[config.mk]
export PLATFORM = sky130hd
export DESIGN_NAME = fetch_stage
export DESIGN_NICKNAME = d
export VERILOG_FILES = /design/src/rtl/fetch_pkg.sv /design/src/rtl/fetch_skid_buffer.sv /design/src/rtl/fetch_stage.sv
export SDC_FILE = /design/constraint.sdc
export NUM_CORES = 1
export LEC_CHECK = 0
export ABC_AREA = 1
export CORE_MARGIN = 10
export CORE_UTILIZATION = 35
export DETAILED_ROUTE_END_ITERATION = 16
export GPL_ROUTABILITY_DRIVEN = 0
export PLACE_DENSITY = 0.58
export SYNTH_ARGS = -nofsm -noshare
export SYNTH_HDL_FRONTEND = slang
export SYNTH_HIERARCHICAL = 1
export SYNTH_SLANG_ARGS = --single-unit
[constraint.sdc]
create_clock -name clk -period 7.4 [get_ports clk]
set_input_delay 1.11 -clock clk [delete_from_list [all_inputs] [get_ports clk]]
set_output_delay 1.11 -clock clk [all_outputs]
set_load 0.05 [all_outputs]
[src/rtl/fetch_pkg.sv]
// fetch_pkg: shared types and constants for the instruction-fetch stage.
// Imported by fetch_stage and fetch_skid_buffer.
package fetch_pkg;

    typedef enum logic [1:0] {
        FETCH,
        WAIT,
        HOLD,
        DROP
    } fetch_state_t;

    localparam logic [31:0] NOP_INSTR = 32'h0000_0013;
    localparam int          PC_STEP   = 4;

endpackage

[src/rtl/fetch_skid_buffer.sv]
// fetch_skid_buffer: one-entry {instr, pc} holding register that parks a
// returned instruction while decode is stalled.
module fetch_skid_buffer
    import fetch_pkg::*;
#(
    parameter int WIDTH = 32
) (
    input  logic             clk,
    input  logic             rst,
    input  logic             load,
    input  logic             unload,
    input  logic             clear,
    input  logic [WIDTH-1:0] wr_instr,
    input  logic [WIDTH-1:0] wr_pc,
    output logic             full,
    output logic [WIDTH-1:0] instr,
    output logic [WIDTH-1:0] pc
);

    // Entry storage; clear wins over load so a flush never keeps stale data.
    always_ff @(posedge clk or posedge rst) begin
        if (rst) begin
            full  <= 1'b0;
            instr <= WIDTH'(NOP_INSTR);
            pc    <= '0;
        end else if (clear) begin
            full <= 1'b0;
        end else if (load) begin
            full  <= 1'b1;
            instr <= wr_instr;
            pc    <= wr_pc;
        end else if (unload) begin
            full <= 1'b0;
        end
    end

endmodule

[src/rtl/fetch_stage.sv]
// fetch_stage: PC sequencing, single-outstanding instruction reads and the
// IF/ID register, with a skid entry for stall and response dropping on redirect.
module fetch_stage
    import fetch_pkg::*;
#(
    parameter int               WIDTH    = 32,
    parameter logic [WIDTH-1:0] RESET_PC = '0
) (
    input  logic             clk,
    input  logic             rst,
    output logic             imem_req,
    output logic [WIDTH-1:0] imem_addr,
    input  logic             imem_ready,
    input  logic             imem_rvalid,
    input  logic [WIDTH-1:0] imem_rdata,
    input  logic             stall,
    input  logic             redirect_valid,
    input  logic [WIDTH-1:0] redirect_pc,
    output logic             id_valid,
    output logic [WIDTH-1:0] id_instr,
    output logic [6:0]       id_opcode,
    output logic [WIDTH-1:0] id_pc,
    output logic [WIDTH-1:0] id_pc_plus4
);

    localparam logic [WIDTH-1:0] STEP  = WIDTH'(PC_STEP);
    localparam logic [WIDTH-1:0] NOP   = WIDTH'(NOP_INSTR);
    localparam logic [WIDTH-1:0] ALIGN = WIDTH'(3);

    fetch_state_t     state;
    fetch_state_t     state_next;
    logic [WIDTH-1:0] pc;
    logic [WIDTH-1:0] pc_inc;
    logic [WIDTH-1:0] redirect_target;
    logic             accept;
    logic             rsp;
    logic             slot_free;
    logic             outstanding;
    logic             load_mem;
    logic             skid_load;
    logic             skid_unload;
    logic             id_load;
    logic             skid_full;
    logic [WIDTH-1:0] skid_instr;
    logic [WIDTH-1:0] skid_pc;
    logic [WIDTH-1:0] load_instr;
    logic [WIDTH-1:0] load_pc;

    assign pc_inc          = pc + STEP;
    assign redirect_target = redirect_pc & ~ALIGN;
    assign accept          = imem_req && imem_ready;
    assign rsp             = (state == WAIT) && imem_rvalid;
    assign slot_free       = !id_valid || !stall;
    assign outstanding     = accept
                           || (((state == WAIT) || (state == DROP))
                               && !imem_rvalid);

    assign load_mem    = rsp && slot_free && !redirect_valid;
    assign skid_load   = rsp && !slot_free && !redirect_valid;
    assign skid_unload = (state == HOLD) && !stall && !redirect_valid;
    assign id_load     = load_mem || skid_unload;
    assign load_instr  = skid_unload ? skid_instr : imem_rdata;
    assign load_pc     = skid_unload ? skid_pc : pc;
    assign id_opcode   = id_instr[6:0];

    fetch_skid_buffer #(
        .WIDTH(WIDTH)
    ) u_skid (
        .clk     (clk),
        .rst     (rst),
        .load    (skid_load),
        .unload  (skid_unload),
        .clear   (redirect_valid),
        .wr_instr(imem_rdata),
        .wr_pc   (pc),
        .full    (skid_full),
        .instr   (skid_instr),
        .pc      (skid_pc)
    );

    // FSM state register.
    always_ff @(posedge clk or posedge rst) begin
        if (rst) state <= FETCH;
        else     state <= state_next;
    end

    // Next state; a redirect waits out any request still in flight.
    always_comb begin
        state_next = state;
        if (redirect_valid) begin
            state_next = outstanding ? DROP : FETCH;
        end else begin
            unique case (state)
                FETCH: if (accept) state_next = WAIT;
                WAIT: begin
                    if (imem_rvalid) state_next = slot_free ? FETCH : HOLD;
                end
                HOLD: if (!stall) state_next = FETCH;
                DROP: if (imem_rvalid) state_next = FETCH;
                default: state_next = FETCH;
            endcase
        end
    end

    // Memory request outputs; held low during reset and while the skid is full.
    always_comb begin
        imem_req  = 1'b0;
        imem_addr = pc;
        if (!rst && (state == FETCH) && !skid_full) imem_req = 1'b1;
    end

    // PC advances once per accepted response; redirect overrides.
    always_ff @(posedge clk or posedge rst) begin
        if (rst)                 pc <= RESET_PC;
        else if (redirect_valid) pc <= redirect_target;
        else if (rsp)            pc <= pc_inc;
    end

    // IF/ID register: load from memory or skid, drop when consumed or flushed.
    always_ff @(posedge clk or posedge rst) begin
        if (rst) begin
            id_valid    <= 1'b0;
            id_instr    <= NOP;
            id_pc       <= '0;
            id_pc_plus4 <= STEP;
        end else if (redirect_valid) begin
            id_valid <= 1'b0;
        end else if (id_load) begin
            id_valid    <= 1'b1;
            id_instr    <= load_instr;
            id_pc       <= load_pc;
            id_pc_plus4 <= load_pc + STEP;
        end else if (!stall) begin
            id_valid <= 1'b0;
        end
    end

endmodule

==> impl_metrics.csv, run 1 <==
group,metric,value,unit
run_status,status,"finished clean",
drt,route.detailed.drc,0,
clock_network,cts_tree,"built",
worst_hold_path,holdPathStages,2,
grt,grt_max_degree,74,
drt,viasPerCell,4.91,
worst_hold_path,min_path_type,"flop to flop",
placement,place_inst,1765,
clock_network,clk_pin_slew,0.08,ns
sta,setup_tns,0,ns
synthesis,synth-async-reset-ratio,1.00,
clock_network,h-tree-depth,4,
grt,antenna_found_initial,0,
sta,skew,0.0133,ns
sta,setup_viol,0,
floorplan,die_h,188,um
worst_setup_path,path_max_fanout,73,
cells_and_area,regArea,0.00481,mm^2
floorplan,die_w,188,um
power,p_leak,5.78,nW
grt,grtUsageTotal,0.172,
worst_setup_path,startpoint_type,"input pin",
floorplan,die-area,0.0354,mm^2
placement,io_buffers,202,
cells_and_area,fin_cells,1797,
sta,min_period,4.72,ns
grt,grt-ovfl-total,0,
cells_and_area,diodes,0,
sta,tightestPinTransition,1.04,ns
worst_setup_path,crit_arrival,5.00,ns
power,powerDensity,378,mW/mm^2
clock_network,cts_root_buf,"clkbuf_16",
floorplan,coreArea,0.0279,mm^2
power,ir_drop,0.000188,V
cells_and_area,final_common_cell,"nand2_1",
drt,routedWlPerCell,17.3,um
sta,rsz0062_at_grt,"false",
grt,grt_pass1_vias,8448,
clock_network,ctsHoldBuffers,0,
sta,drv_slew,0,
cells_and_area,final.fill_count,2773,
clock_network,cts_buffer_depth,2,
drt,ant_nets,0,
synthesis,ys_warn_count,6,
grt,grt_pass1_wl,49.2,mm
synthesis,ys_ff_latch,192,
cells_and_area,syn_to_final_growth,27.0,%
synthesis,syn_area,0.00989,mm^2
synthesis,yosys_most_used_dff,"dfrtp_1",
sta,relSlewSlack,0.304,
clock_network,cts_resized,0,
cells_and_area,layout.cells.most_common_list,"nand2_1, clkdlybuf4s50_1, dfrtp_1",
sta,fin_crit_sh,0.638,
placement,dp_hpwl,21.5,mm
worst_setup_path,required,7.68,ns
worst_setup_path,critical_path.endpoint_type,"flop",
clock_network,clock_sinks,192,
synthesis,avgSynthCellArea,7.93,um^2
synthesis,syn-instance-count,1248,
flow_run,drv_cap,0,
drt,vias,8819,
worst_setup_path,r2r_cells,9,
sta,max_freq,0.212,GHz
drt,totalWireLength,31.1,mm
synthesis,synthDistinctLibCells,47,
cells_and_area,drive_above_1_share,0.0754,
clock_network,clock_latency,0.43,ns
synthesis,seq_area_frac_synth,0.486,
sta,hold_viol_final,0,
cells_and_area,multiInputGateArea,0.00434,mm^2
floorplan,rows,61,
clock_network,cts_buffers,17,
drt,dr.first_iter.drc_count,878,
cells_and_area,final_nets,1478,
floorplan,start_util,0.355,
floorplan,io_pins,207,
synthesis,synth_edf_count,0,
clock_network,post-cts-setup-buffers,0,
worst_setup_path,crit_type,"input pin to flop",
drt,drt_pass1_iterations,5,
critical path, stage by stage:
cell             delay (ns)
clkdlybuf4s50_1        0.46
buf_4                  0.38
nor2_8                 0.20
nand2_4                0.13
inv_2                  0.27
a21oi_4                0.21
buf_4                  0.59
clkinv_2               0.75
buf_4                  0.57
nor2_1                 0.19
a31oi_1                0.06
synthesized netlist by cell type (3+ instances only):
cell / number / area (um^2)
nor3_1: 10 / 50.1
dfrtp_1: 185 / 4630
o211ai_1: 17 / 128
nand3_2: 7 / 70.1
nor2_2: 9 / 56.3
nand3_1: 133 / 666
nor2_4: 10 / 113
o21bai_1: 4 / 30.0
inv_1: 62 / 233
nand2_1: 462 / 1730
a21oi_1: 7 / 35.0
nor2_1: 95 / 357
o21ai_0: 30 / 150
buf_6: 13 / 146
clkbuf_1: 21 / 78.8
o221ai_1: 3 / 26.3
a31oi_1: 42 / 263
nand4_1: 5 / 31.3
buf_2: 19 / 95.1
and2_1: 3 / 18.8
nand2_2: 18 / 113
nor4_1: 3 / 18.8
o21ai_1: 4 / 20.0
o22ai_1: 5 / 31.3
dfstp_2: 7 / 184
nand2_4: 4 / 45.0
inv_2: 7 / 26.3
buf_4: 19 / 143
xor2_1: 20 / 175
power by group:
part | internal (W) | total [W] | switching [W] | leakage, nW
combinational | 0.000697 | 0.00223 | 0.00153 | 3.10
sequential | 0.00135 | 0.00157 | 0.000222 | 2.40
clock | 0.000508 | 0.000946 | 0.000438 | 0.278
routing by layer:
metal	global-route usage	wire length (um)	part of all wire
met1	0.248	15000	0.48
met2	0.255	13600	0.44
met3	0.0419	2070	0.066
met4	0.0366	358	0.012
met5	0	0	0
cells by family (layout without fill, tap and decap cells):
logic type,Yosys count,count (layout),synth area share
AOI/OAI and AO/OA,123,123,0.0789
xor gates and xnor gates,22,22,0.0195
adders and majority gates,2,2,0.00253
buffers and inverters,144,312,0.0769
DFF,192,192,0.486
other,1,4,0.000379
and+or+nand+nor,764,764,0.335
state kept, by name, summed over array words and instances (netlist names):
register,cells
state,2
u_skid/full,1
id_pc,32
id_pc_plus4,30
imem_addr,30
u_skid/pc,32
id_instr,32
id_valid,1
u_skid/instr,32
stage by stage:
stage,setup WS (ns),cell area (um^2),hold WS (ns),util,power [W]
after floorplan,2.91,9910,0.437,-,0.00304
after global placement,2.17,12000,0.452,0.430,0.00382
after detailed placement,2.14,12000,0.453,0.430,0.00385
after CTS,2.60,12600,0.466,0.451,0.00480
after global routing,2.23,12600,0.475,0.451,0.00498
final,2.68,12600,0.465,0.451,0.00475
worst paths after layout:
kind / startpoint / to / slack (ns)
max reg2reg: state[0] / id_instr[5] / 3.54
max in group asynchronous: rst / id_pc_plus4[11] / 4.70
min reg2reg: u_skid/instr[0] / u_skid/instr[0] / 0.47
max: redirect_valid / id_instr[5] / 2.68
min: u_skid/instr[0] / u_skid/instr[0] / 0.47
min in group asynchronous: rst / state[1] / 1.31
layout make-up:
class                      instances  share of cell area
timing repair buffer             211               0.166
tap                              378              0.0376
clock inverter                    13              0.0122
sequential                       192               0.383
inverter                          69              0.0209
clock buffer                      19              0.0345
multi-input combinational        915               0.345
Note: power is estimated with default switching activity, not from simulation.
==> run 2: changes to the inputs <==
PLACE_DENSITY = 0.61   (was 0.58)
clock period = 4.2 ns   (was 7.4 ns; I/O delays follow)
==> impl_metrics.csv, run 2 (synthesis results as in run 1) <==
group,metric,value,unit
sta,hold_viol_final,0,
worst_setup_path,cp_slowest_cell,"clkdlybuf4s50_1",
floorplan,die-area,0.0354,mm^2
clock_network,cts_root_buf,"clkbuf_16",
floorplan,start_util,0.355,
clock_network,clk_pin_slew,0.07,ns
grt,grt_pass1_wl,48.9,mm
sta,setup_viol,0,
clock_network,cts_tree,"built",
cells_and_area,drive_above_1_share,0.0819,
worst_hold_path,min_path_type,"flop to flop",
worst_setup_path,crit_arrival,2.33,ns
drt,route.detailed.drc,0,
sta,max_freq,0.338,GHz
grt,grt_max_degree,73,
worst_hold_path,hp-start,"u_skid/instr[4]",
drt,routedWlPerCell,17.2,um
grt,met2_usage,0.263,
sta,min_period,2.96,ns
grt,grtUsageTotal,0.172,
grt,grt-ovfl-total,0,
drt,totalWireLength,31.1,mm
power,p_leak,5.84,nW
sta,fin_crit_sh,0.705,
clock_network,cts_resized,0,
worst_setup_path,critical_path.endpoint_type,"output pin",
drt,ant_nets,0,
cells_and_area,final.fill_count,2808,
sta,drv_slew,0,
cells_and_area,final_common_cell,"nand2_1",
sta,rsz0062_at_grt,"false",
sta,relSlewSlack,0.458,
flow_run,drv_cap,0,
floorplan,rows,61,
clock_network,ctsHoldBuffers,0,
power,p_sw,0.00385,W
placement,placedInstanceArea,0.0121,mm^2
sta,tightestPinTransition,0.813,ns
grt,top_usage_layer,"met2",
clock_network,cts_buffers,17,
worst_setup_path,crit_family,"buffers and inverters",
worst_setup_path,critPathBufInv,2,
cells_and_area,syn_to_final_growth,28.1,%
worst_setup_path,required,3.57,ns
clock_network,clock_latency,0.43,ns
worst_hold_path,hold-path-endpoint,"u_skid/instr[4]",
power,p_int,0.00451,W
clock_network,clock_sinks,192,
placement,dp_hpwl,22.1,mm
drt,dr.first_iter.drc_count,834,
drt,drt_pass1_iterations,6,
floorplan,die_w,188,um
sta,skew,0.0143,ns
worst_setup_path,rr_startpoint,"state[0]",
worst_setup_path,crit_chain,"clkdlybuf4s50_1, nor4_1, clkdlybuf4s50_1",
worst_setup_path,critPathMaxStageDelay,0.87,ns
clock_network,h-tree-depth,4,
drt,vias,8789,
worst_setup_path,r2r_cells,13,
grt,antenna_found_initial,1,
power,power_frac_comb,0.472,
worst_setup_path,path_max_fanout,4,
cells_and_area,final_area,0.0127,mm^2
power,power_frac_clock,0.197,
floorplan,coreArea,0.0279,mm^2
worst_setup_path,startpoint_type,"input pin",
worst_setup_path,crit_type,"input pin to output pin",
floorplan,die_h,188,um
grt,grtUsageMet1,0.239,
power,finalPower,0.00836,W
power,switching_share,0.460,
cells_and_area,final_nets,1488,
power,p_seq_frac,0.331,
drt,viasPerCell,4.86,
grt,grt_use_met3,0.0397,
power,powerDensity,660,mW/mm^2
floorplan,io_pins,207,
sta,setup_tns,0,ns
worst_setup_path,cpMostUsedCell,"clkdlybuf4s50_1",
clock_network,cts_buffer_depth,2,
clock_network,post-cts-setup-buffers,0,
worst_hold_path,holdPathStages,2,
grt,grt_pass1_vias,8377,
worst_setup_path,timing.rr.end,"id_pc_plus4[30]",
placement,dp_slack,0.792,ns
placement,io_buffers,202,
worst_setup_path,r2r_slack,1.59,ns
run_status,status,"finished clean",
sta,fin_ws,1.24,ns
power,ir_drop,0.000305,V
cells_and_area,layout.cells.most_common_list,"nand2_1, clkdlybuf4s50_1, dfrtp_1",
## run 2: metal layers
| layer | wire length, um | up-vias |
|---|---|---|
| li1 | - | 4367 |
| met1 | 14600 | 4138 |
| met2 | 14200 | 262 |
| met3 | 1890 | 22 |
| met4 | 375 | 0 |
| met5 | 0 | - |
## run 2: layout make-up
type,count,area [um^2],area share
antenna,1,2.50,0.000197
clock buffer,18,429,0.0338
clock inverter,13,156,0.0123
inverter,69,263,0.0207
multi-input combinational,915,4340,0.342
sequential,192,4810,0.380
tap,378,473,0.0373
timing repair buffer,221,2200,0.174
## run 2: worst max-delay path by stage
stage                        start              end  slack, ns  cells past startpoint
floorplan                      rst     id_instr[10]       0.19                      1
global placement             stall  id_pc_plus4[28]       0.81                     14
detailed placement           stall  id_pc_plus4[30]       0.79                     14
CTS                            rst         imem_req       1.20                      3
global route        redirect_valid    u_skid/pc[26]       1.03                      9
finish                         rst         imem_req       1.24                      3
## run 2: through the flow
stage | hold slack, ns | util | std cells
floorplan | 0.437 | - | 1251
global placement | 0.450 | 0.434 | 1775
detailed placement | 0.455 | 0.434 | 1775
CTS | 0.466 | 0.455 | 1806
global route | 0.480 | 0.455 | 1807
finish | 0.463 | 0.455 | 1807
## run 2: worst register-to-register path, delay by kind of cell, from the launching register on
kind            cells  cell delay [ns]
compound gates      1             0.51
fa+ha+maj           1             0.25
buf+inv             1             0.15
flops               1             0.46
simple gates       10             1.13
## run 2: power groups by stage
stage / sequential (W) / combinational, W / clock [W]
6_report: 0.00277 / 0.00395 / 0.00165
5_1_grt: 0.00284 / 0.00418 / 0.00175
4_1_cts: 0.00277 / 0.00399 / 0.00168
3_5_place_dp: 0.00281 / 0.00399 / 0
3_3_place_gp: 0.00279 / 0.00397 / 0
2_1_floorplan: 0.00439 / 0.000971 / 0
==> run 3: changes to the inputs <==
clock period = 2.7 ns   (was 4.2 ns; I/O delays follow)
==> impl_metrics.csv, run 3 (synthesis results as in run 1) <==
group,metric,value,unit
clock_network,cts_buffers,17,
clock_network,post-cts-setup-buffers,0,
worst_setup_path,r2r_slack,0.32,ns
cells_and_area,final_nets,1535,
drt,vias,8959,
sta,min_period,2.38,ns
worst_setup_path,crit_arrival,2.70,ns
cells_and_area,final_common_cell,"nand2_1",
worst_setup_path,r2r_cells,12,
placement,dp_hpwl,22.3,mm
drt,route.detailed.drc,0,
placement,placedInstanceArea,0.0126,mm^2
floorplan,die_w,188,um
worst_hold_path,holdPathStages,2,
worst_hold_path,hp-start,"u_skid/instr[1]",
flow_run,drv_cap,0,
sta,relSlewSlack,0.583,
clock_network,cts_root_buf,"clkbuf_16",
clock_network,ctsHoldBuffers,0,
power,ir_drop,0.000527,V
placement,place_inst,1822,
clock_network,h-tree-depth,4,
grt,grt_pass1_vias,8698,
power,p_leak,6.12,nW
sta,hold_viol_final,0,
floorplan,coreArea,0.0279,mm^2
placement,io_buffers,202,
floorplan,die_h,188,um
cells_and_area,fin_cells,1856,
grt,grtUsageTotal,0.172,
clock_network,clock_sinks,192,
worst_setup_path,crit_type,"flop to flop",
sta,rsz0062_at_grt,"false",
drt,drt_pass1_iterations,5,
clock_network,cts_tree,"built",
cells_and_area,layout.cells.most_common_list,"nand2_1, clkdlybuf4s50_1, dfrtp_1",
sta,max_freq,0.421,GHz
floorplan,rows,61,
worst_hold_path,hold-path-endpoint,"u_skid/instr[1]",
sta,skew,0.0152,ns
worst_setup_path,startpoint_type,"flop",
worst_setup_path,critical_path.endpoint_type,"flop",
worst_hold_path,min_path_type,"flop to flop",
cells_and_area,syn_to_final_growth,33.2,%
clock_network,clk_pin_slew,0.07,ns
clock_network,cts_resized,0,
drt,ant_nets,0,
floorplan,start_util,0.355,
grt,antenna_found_initial,2,
clock_network,cts_buffer_depth,2,
floorplan,die-area,0.0354,mm^2
sta,tightestPinTransition,0.624,ns
cells_and_area,drive_above_1_share,0.112,
floorplan,io_pins,207,
worst_setup_path,required,3.02,ns
drt,dr.first_iter.drc_count,697,
run_status,status,"finished clean",
cells_and_area,final_area,0.0132,mm^2
drt,routedWlPerCell,16.6,um
worst_setup_path,path_max_fanout,16,
grt,grt_pass1_wl,49.1,mm
sta,fin_crit_sh,0.880,
worst_setup_path,rr_startpoint,"state[0]",
grt,grt-ovfl-total,0,
power,powerDensity,1010,mW/mm^2
sta,setup_viol,0,
drt,totalWireLength,30.7,mm
grt,grt_max_degree,72,
cells_and_area,fin_util,0.473,
sta,drv_slew,0,
clock_network,clock_latency,0.43,ns
sta,setup_tns,0,ns
worst_setup_path,timing.rr.end,"id_pc_plus4[31]",
drt,viasPerCell,4.83,
run 3: changes by cell type in the layout (fill, tap and decap cells not counted), moves of 2 or more:
cell      before  now
buf_4         16   55
buf_12         3   12
clkbuf_8       0    3
inv_6          3    1
run 3: power by group:
group / internal (W) / switching (W) / leakage (nW)
registers: 0.00371 / 0.000607 / 2.40
logic: 0.00203 / 0.00424 / 3.42
clock network: 0.00154 / 0.00114 / 0.300
run 3: how the worst max path moves through the flow:
stage / slack [ns] / endpoint / cells after the start / from
2_1_floorplan: 0.30 / imem_req / 1 / state[0]
3_3_place_gp: 0.06 / id_pc_plus4[22] / 14 / stall
3_5_place_dp: -0.02 / id_pc_plus4[24] / 14 / stall
4_1_cts: 0.32 / id_pc_plus4[31] / 12 / state[0]
5_1_grt: 0.11 / id_pc_plus4[31] / 13 / state[0]
6_report: 0.32 / id_pc_plus4[31] / 12 / state[0]
run 3: per-stage QoR:
step | worst slack [ns] | power, W | hold WS (ns)
floorplan | 0.297 | 0.00834 | 0.437
global placement | 0.0552 | 0.0106 | 0.452
detailed placement | -0.0197 | 0.0107 | 0.457
CTS | 0.323 | 0.0134 | 0.468
global route | 0.113 | 0.0139 | 0.495
finish | 0.325 | 0.0133 | 0.466
run 3: area by class of cell:
| cell class | count | area, um^2 |
|---|---|---|
| fillers | 2735 | 14700 |
| flip-flops and latches | 192 | 4810 |
| multi-input cells | 915 | 4340 |
| repair buffers | 268 | 2670 |
| well taps | 378 | 473 |
| clock buffers | 21 | 470 |
| inverters | 69 | 264 |
| clock inverters | 11 | 154 |
| diodes | 2 | 5.00 |
run 3: layer usage:
| layer | global-route usage | up-vias | share of wire |
|---|---|---|---|
| li1 | - | 4448 | - |
| met1 | 0.239 | 4266 | 0.47 |
| met2 | 0.263 | 227 | 0.46 |
| met3 | 0.0419 | 18 | 0.058 |
| met4 | 0.0372 | 0 | 0.011 |
| met5 | 0 | - | 0 |
run 3: critical path, stage by stage, from the launching register on:
cell     delay, ns
dfrtp_1       0.45
nor2_4        0.22
buf_4         0.22
buf_4         0.26
nand3_1       0.10
nand2_1       0.19
nand2_1       0.13
nor2_1        0.19
nand2_1       0.08
nor2_1        0.18
nand3_1       0.10
nand3_1       0.09
nand2_1       0.05
